### config.mk
export PLATFORM = sky130hd
export DESIGN_NAME = shiftreg_piso_tx
export DESIGN_NICKNAME = d
export VERILOG_FILES = /design/src/rtl/shiftreg_pkg.sv /design/src/rtl/shiftreg_piso_tx.sv
export SDC_FILE = /design/constraint.sdc
export NUM_CORES = 1
export LEC_CHECK = 0
export CAP_MARGIN = 25
export CORE_ASPECT_RATIO = 1.2
export CORE_UTILIZATION = 28
export DETAILED_ROUTE_END_ITERATION = 10
export PLACE_DENSITY = 0.54
export SLEW_MARGIN = 0
export SYNTH_ARGS = -nofsm -noshare
export SYNTH_HDL_FRONTEND = slang
export SYNTH_SLANG_ARGS = --single-unit
### constraint.sdc
create_clock -name clk -period 3.6 [get_ports clk]
set_input_delay 1.08 -clock clk [delete_from_list [all_inputs] [get_ports clk]]
set_output_delay 1.08 -clock clk [all_outputs]
set_load 0.005 [all_outputs]
### src/rtl/shiftreg_pkg.sv
// Shared types for the serial shift-register transmitter/receiver pair.
package shiftreg_pkg;

    typedef enum logic {
        DIR_LSB_FIRST = 1'b0,
        DIR_MSB_FIRST = 1'b1
    } shift_dir_e;

    typedef enum logic {
        ST_IDLE,
        ST_SHIFT
    } piso_state_e;

endpackage

### src/rtl/shiftreg_piso_tx.sv
// Parallel-in/serial-out transmitter: serializes N-bit words onto dout/sh_en_o/dir_o
// with a one-entry hold buffer so back-to-back words go out without a bubble.
module shiftreg_piso_tx
    import shiftreg_pkg::*;
#(
    parameter int unsigned N = 8
) (
    input  logic         clk,
    input  logic         rst_n,
    input  logic         load_valid,
    output logic         load_ready,
    input  logic [N-1:0] load_data,
    input  logic         load_dir,
    input  logic         tx_en,
    output logic         dout,
    output logic         sh_en_o,
    output logic         dir_o,
    output logic         last,
    output logic         busy
);

    localparam int unsigned CNT_W = (N > 1) ? $clog2(N) : 1;
    localparam logic [CNT_W-1:0] CNT_LAST = CNT_W'(N - 1);

    piso_state_e      state_q, state_d;
    logic [N-1:0]     shreg_q, shreg_d;
    shift_dir_e       dir_q, dir_d;
    logic [CNT_W-1:0] cnt_q, cnt_d;
    logic [N-1:0]     hold_q, hold_d;
    shift_dir_e       hold_dir_q, hold_dir_d;
    logic             hold_full_q, hold_full_d;

    logic accept_c;
    logic at_last_c;

    assign load_ready = !hold_full_q;
    assign accept_c   = load_valid && !hold_full_q;
    assign at_last_c  = (cnt_q == CNT_LAST);

    // Next-state and serial-output logic
    always_comb begin
        state_d     = state_q;
        shreg_d     = shreg_q;
        dir_d       = dir_q;
        cnt_d       = cnt_q;
        hold_d      = hold_q;
        hold_dir_d  = hold_dir_q;
        hold_full_d = hold_full_q;
        dout        = 1'b0;
        sh_en_o     = 1'b0;
        dir_o       = 1'b0;
        last        = 1'b0;
        busy        = 1'b0;

        case (state_q)
            ST_IDLE: begin
                if (accept_c) begin
                    shreg_d = load_data;
                    dir_d   = shift_dir_e'(load_dir);
                    cnt_d   = '0;
                    state_d = ST_SHIFT;
                end
            end

            ST_SHIFT: begin
                dout    = (dir_q == DIR_MSB_FIRST) ? shreg_q[N-1] : shreg_q[0];
                dir_o   = dir_q;
                sh_en_o = tx_en;
                last    = at_last_c;
                busy    = 1'b1;

                if (tx_en) begin
                    shreg_d = (dir_q == DIR_MSB_FIRST) ? (shreg_q << 1) : (shreg_q >> 1);
                    cnt_d   = cnt_q + CNT_W'(1);
                end

                // Final-bit edge: the held word wins over a same-cycle load
                if (at_last_c && tx_en) begin
                    cnt_d = '0;
                    if (hold_full_q) begin
                        shreg_d     = hold_q;
                        dir_d       = hold_dir_q;
                        hold_full_d = 1'b0;
                    end else if (accept_c) begin
                        shreg_d = load_data;
                        dir_d   = shift_dir_e'(load_dir);
                    end else begin
                        state_d = ST_IDLE;
                    end
                end else if (accept_c) begin
                    hold_d      = load_data;
                    hold_dir_d  = shift_dir_e'(load_dir);
                    hold_full_d = 1'b1;
                end
            end

            default: begin
                state_d = ST_IDLE;
            end
        endcase
    end

    always_ff @(posedge clk or negedge rst_n) begin
        if (!rst_n) begin
            state_q     <= ST_IDLE;
            shreg_q     <= '0;
            dir_q       <= DIR_LSB_FIRST;
            cnt_q       <= '0;
            hold_q      <= '0;
            hold_dir_q  <= DIR_LSB_FIRST;
            hold_full_q <= 1'b0;
        end else begin
            state_q     <= state_d;
            shreg_q     <= shreg_d;
            dir_q       <= dir_d;
            cnt_q       <= cnt_d;
            hold_q      <= hold_d;
            hold_dir_q  <= hold_dir_d;
            hold_full_q <= hold_full_d;
        end
    end

endmodule

==> results.json <==
{
  "ys_ff_latch": 23,
  "maxCapViolCount": 0,
  "antenna_left": 0,
  "grt-ovfl-total": 0,
  "pre_cts_slack_ns": 0.282,
  "cts-root-buf": "clkbuf_8",
  "cts_buffers": 3,
  "worstPathRequired_ns": 2.52,
  "avgSynthCellArea_um2": 10.2,
  "p_per_area_mw_per_mm2": 774,
  "slowest_stage": "clkdlybuf4s50_1",
  "ys.flop_type": "dfrtp_1",
  "fin_tns_setup_ns": 0,
  "crit_type": "input pin to output pin",
  "routabilityCongestion": 0.894,
  "synth_area_leaders": "dfrtp_1, mux2_2, mux2i_1, nand2_1, buf_6",
  "cp-end-kind": "output pin",
  "cpMostUsedCell": "clkdlybuf4s50_1",
  "ctsHoldBuffers": 0,
  "synth_fp_nets": 156,
  "grt_first_pass_wirelength_um": 5950,
  "cts_tree": "done",
  "finalHoldViolCount": 0,
  "grt_max_degree": 24,
  "cp_top_family": "buffers and inverters",
  "clkLatencyLatePin_ns": 0.26,
  "grt_setup_unrepaired": "no",
  "cts_resized": 0,
  "n_antenna_cell": 0,
  "wl_um": 3450,
  "synth.distinct_cells": 38,
  "cts.path.max_buffers": 2,
  "syn2layout_area_growth_pct": 16.9,
  "nNetsFinal": 173,
  "status": "completed",
  "fmax_mhz": 302,
  "power.total_mw": 1.30,
  "arrival_ns": 2.23,
  "die_w_um": 67.4,
  "viasPerCell": 5.50,
  "fin_skew_ns": 0.00217,
  "ys_seq_area_frac": 0.401,
  "peakVddDrop_mv": 0.213,
  "crit_chain": "clkdlybuf4s50_1, nand2_1, inv_1, clkdlybuf4s50_1",
  "post-route-drc-count": 0,
  "io_buffers": 18,
  "fin_crit_sh": 0.918,
  "die_height_um": 80.4,
  "synthCells": 141,
  "wire_per_inst_um": 15.9,
  "synth_area_mm2": 0.00144,
  "cts_max_level": 1,
  "hold_path.class": "flop to flop",
  "setup_viol": 0,
  "path_clk_slew_ns": 0.08,
  "synth_top_area_cell": "dfrtp_1",
  "start_util": 0.291,
  "vias": 1194,
  "synth_top_area_frac": 0.401,
  "antenna_found_initial": 0,
  "max_stage_delay_ns": 0.49,
  "path_max_fanout": 2,
  "dpl.hpwl_um": 2440,
  "tightest_slew_ns": 0.597,
  "synth_edf_count": 0,
  "synth_common_cells": "dfrtp_1, nand2_1, mux2_2",
  "postCtsSetupRepairBufs": 0,
  "drv_slew": 0,
  "dr.pass1.iters": 4,
  "ys_warn_count": 0,
  "drtIter0Drc": 143,
  "dieArea_mm2": 0.00542,
  "ios": 19,
  "path_buf_inv": 3,
  "synthArstFlopShare": 1.00,
  "drive_gt1_frac": 0.191,
  "synth_most_common_cell": "dfrtp_1",
  "rows": 28,
  "coreArea_mm2": 0.00494,
  "fin_crit_ns": 3.31,
  "p_leak_nw": 0.718,
  "crit_path_start_kind": "input pin",
  "slew_headroom": 0.602,
  "grt_pass1_vias": 1242,
  "fin_ws_ns": 0.294,
  "cts_sinks": 23,
  "grt_use_total": 0.145
}
## metrics by stage
| step | area, um2 | std cells | util | hold WS (ns) |
|---|---|---|---|---|
| 2_1_floorplan | 1440 | 141 | - | 0.480 |
| 3_3_place_gp | 1630 | 213 | 0.331 | 0.488 |
| 3_5_place_dp | 1630 | 213 | 0.331 | 0.494 |
| 4_1_cts | 1680 | 217 | 0.340 | 0.513 |
| 5_1_grt | 1680 | 217 | 0.340 | 0.525 |
| 6_report | 1680 | 217 | 0.340 | 0.510 |
## report_power, final
group	switching, mW	leakage, nW	total [mW]	internal, mW
Sequential	0.143	0.268	0.524	0.381
Combinational	0.264	0.427	0.612	0.347
Clock	0.0835	0.0228	0.162	0.0789
## per-layer routing
layer / part of all wire / wire length, um / global-route usage / vias up
met5: 0 / 0 / 0 / -
met4: 0.019 / 65 / 0.0638 / 0
met3: 0.035 / 122 / 0.0142 / 6
met2: 0.53 / 1840 / 0.257 / 32
met1: 0.41 / 1430 / 0.172 / 599
li1: - / - / - / 557
## cell usage in the layout (no fill, tap or decap), drive strengths merged, types with 2 or more instances in the layout
cell type,instances
a211oi,2
a21oi,7
a22o,2
a22oi,7
and2,4
buf,4
clkbuf,4
clkdlybuf4s50,18
dfrtp,23
ha,2
inv,4
mux2,15
mux2i,7
nand2,18
nand3,2
nor2,4
nor2b,3
nor3,3
o21ai,7
o22ai,7
o32ai,2
## state kept, by name (all words and copies together) (netlist names)
| register | count |
|---|---|
| cnt_q | 3 |
| hold_q | 8 |
| hold_full_q | 1 |
| state_q | 1 |
| shreg_q | 8 |
| dir_q | 1 |
| hold_dir_q | 1 |
## worst reg2reg max path: cells and delay by family, from the launching register on
family	cells	cell delay [ns]
adders and majority gates	2	0.51
and+or+nand+nor	2	0.53
DFF	1	0.41
muxes	1	0.38
## cell families (layout without fill, tap and decap cells)
kind of cell,count (synthesis),count (layout),synth area share
AO/OA/AOI/OAI,43,43,0.215
AND/OR/NAND/NOR,37,37,0.128
flip-flops,23,23,0.401
multiplexers,22,22,0.167
buffers and inverters,14,30,0.0715
adder cells (fa/ha/maj),2,2,0.0174
## area by class of cell
type,instances,area [um2]
clock buffer,4,45.0
fill,507,3260
inverter,4,15.0
multi-input combinational,104,757
sequential,23,576
tap,60,75.1
timing repair buffer,22,210
## worst paths after layout
kind / endpoint / slack [ns] / startpoint / depth (start not counted)
setup / recovery: sh_en_o / 0.29 / tx_en / 4
hold / removal: hold_q[0]$_DFFE_PN0P_ / 0.51 / hold_q[0]$_DFFE_PN0P_ / 1
setup reg to reg: hold_q[4]$_DFFE_PN0P_ / 1.65 / cnt_q[0]$_DFFE_PN0P_ / 5
hold reg to reg: hold_q[0]$_DFFE_PN0P_ / 0.51 / hold_q[0]$_DFFE_PN0P_ / 1
max in group asynchronous: shreg_q[2]$_DFFE_PN0P_ / 2.19 / rst_n / 2
min in group asynchronous: hold_q[1]$_DFFE_PN0P_ / 1.16 / rst_n / 2
Note: power is estimated with default switching activity, not from simulation.
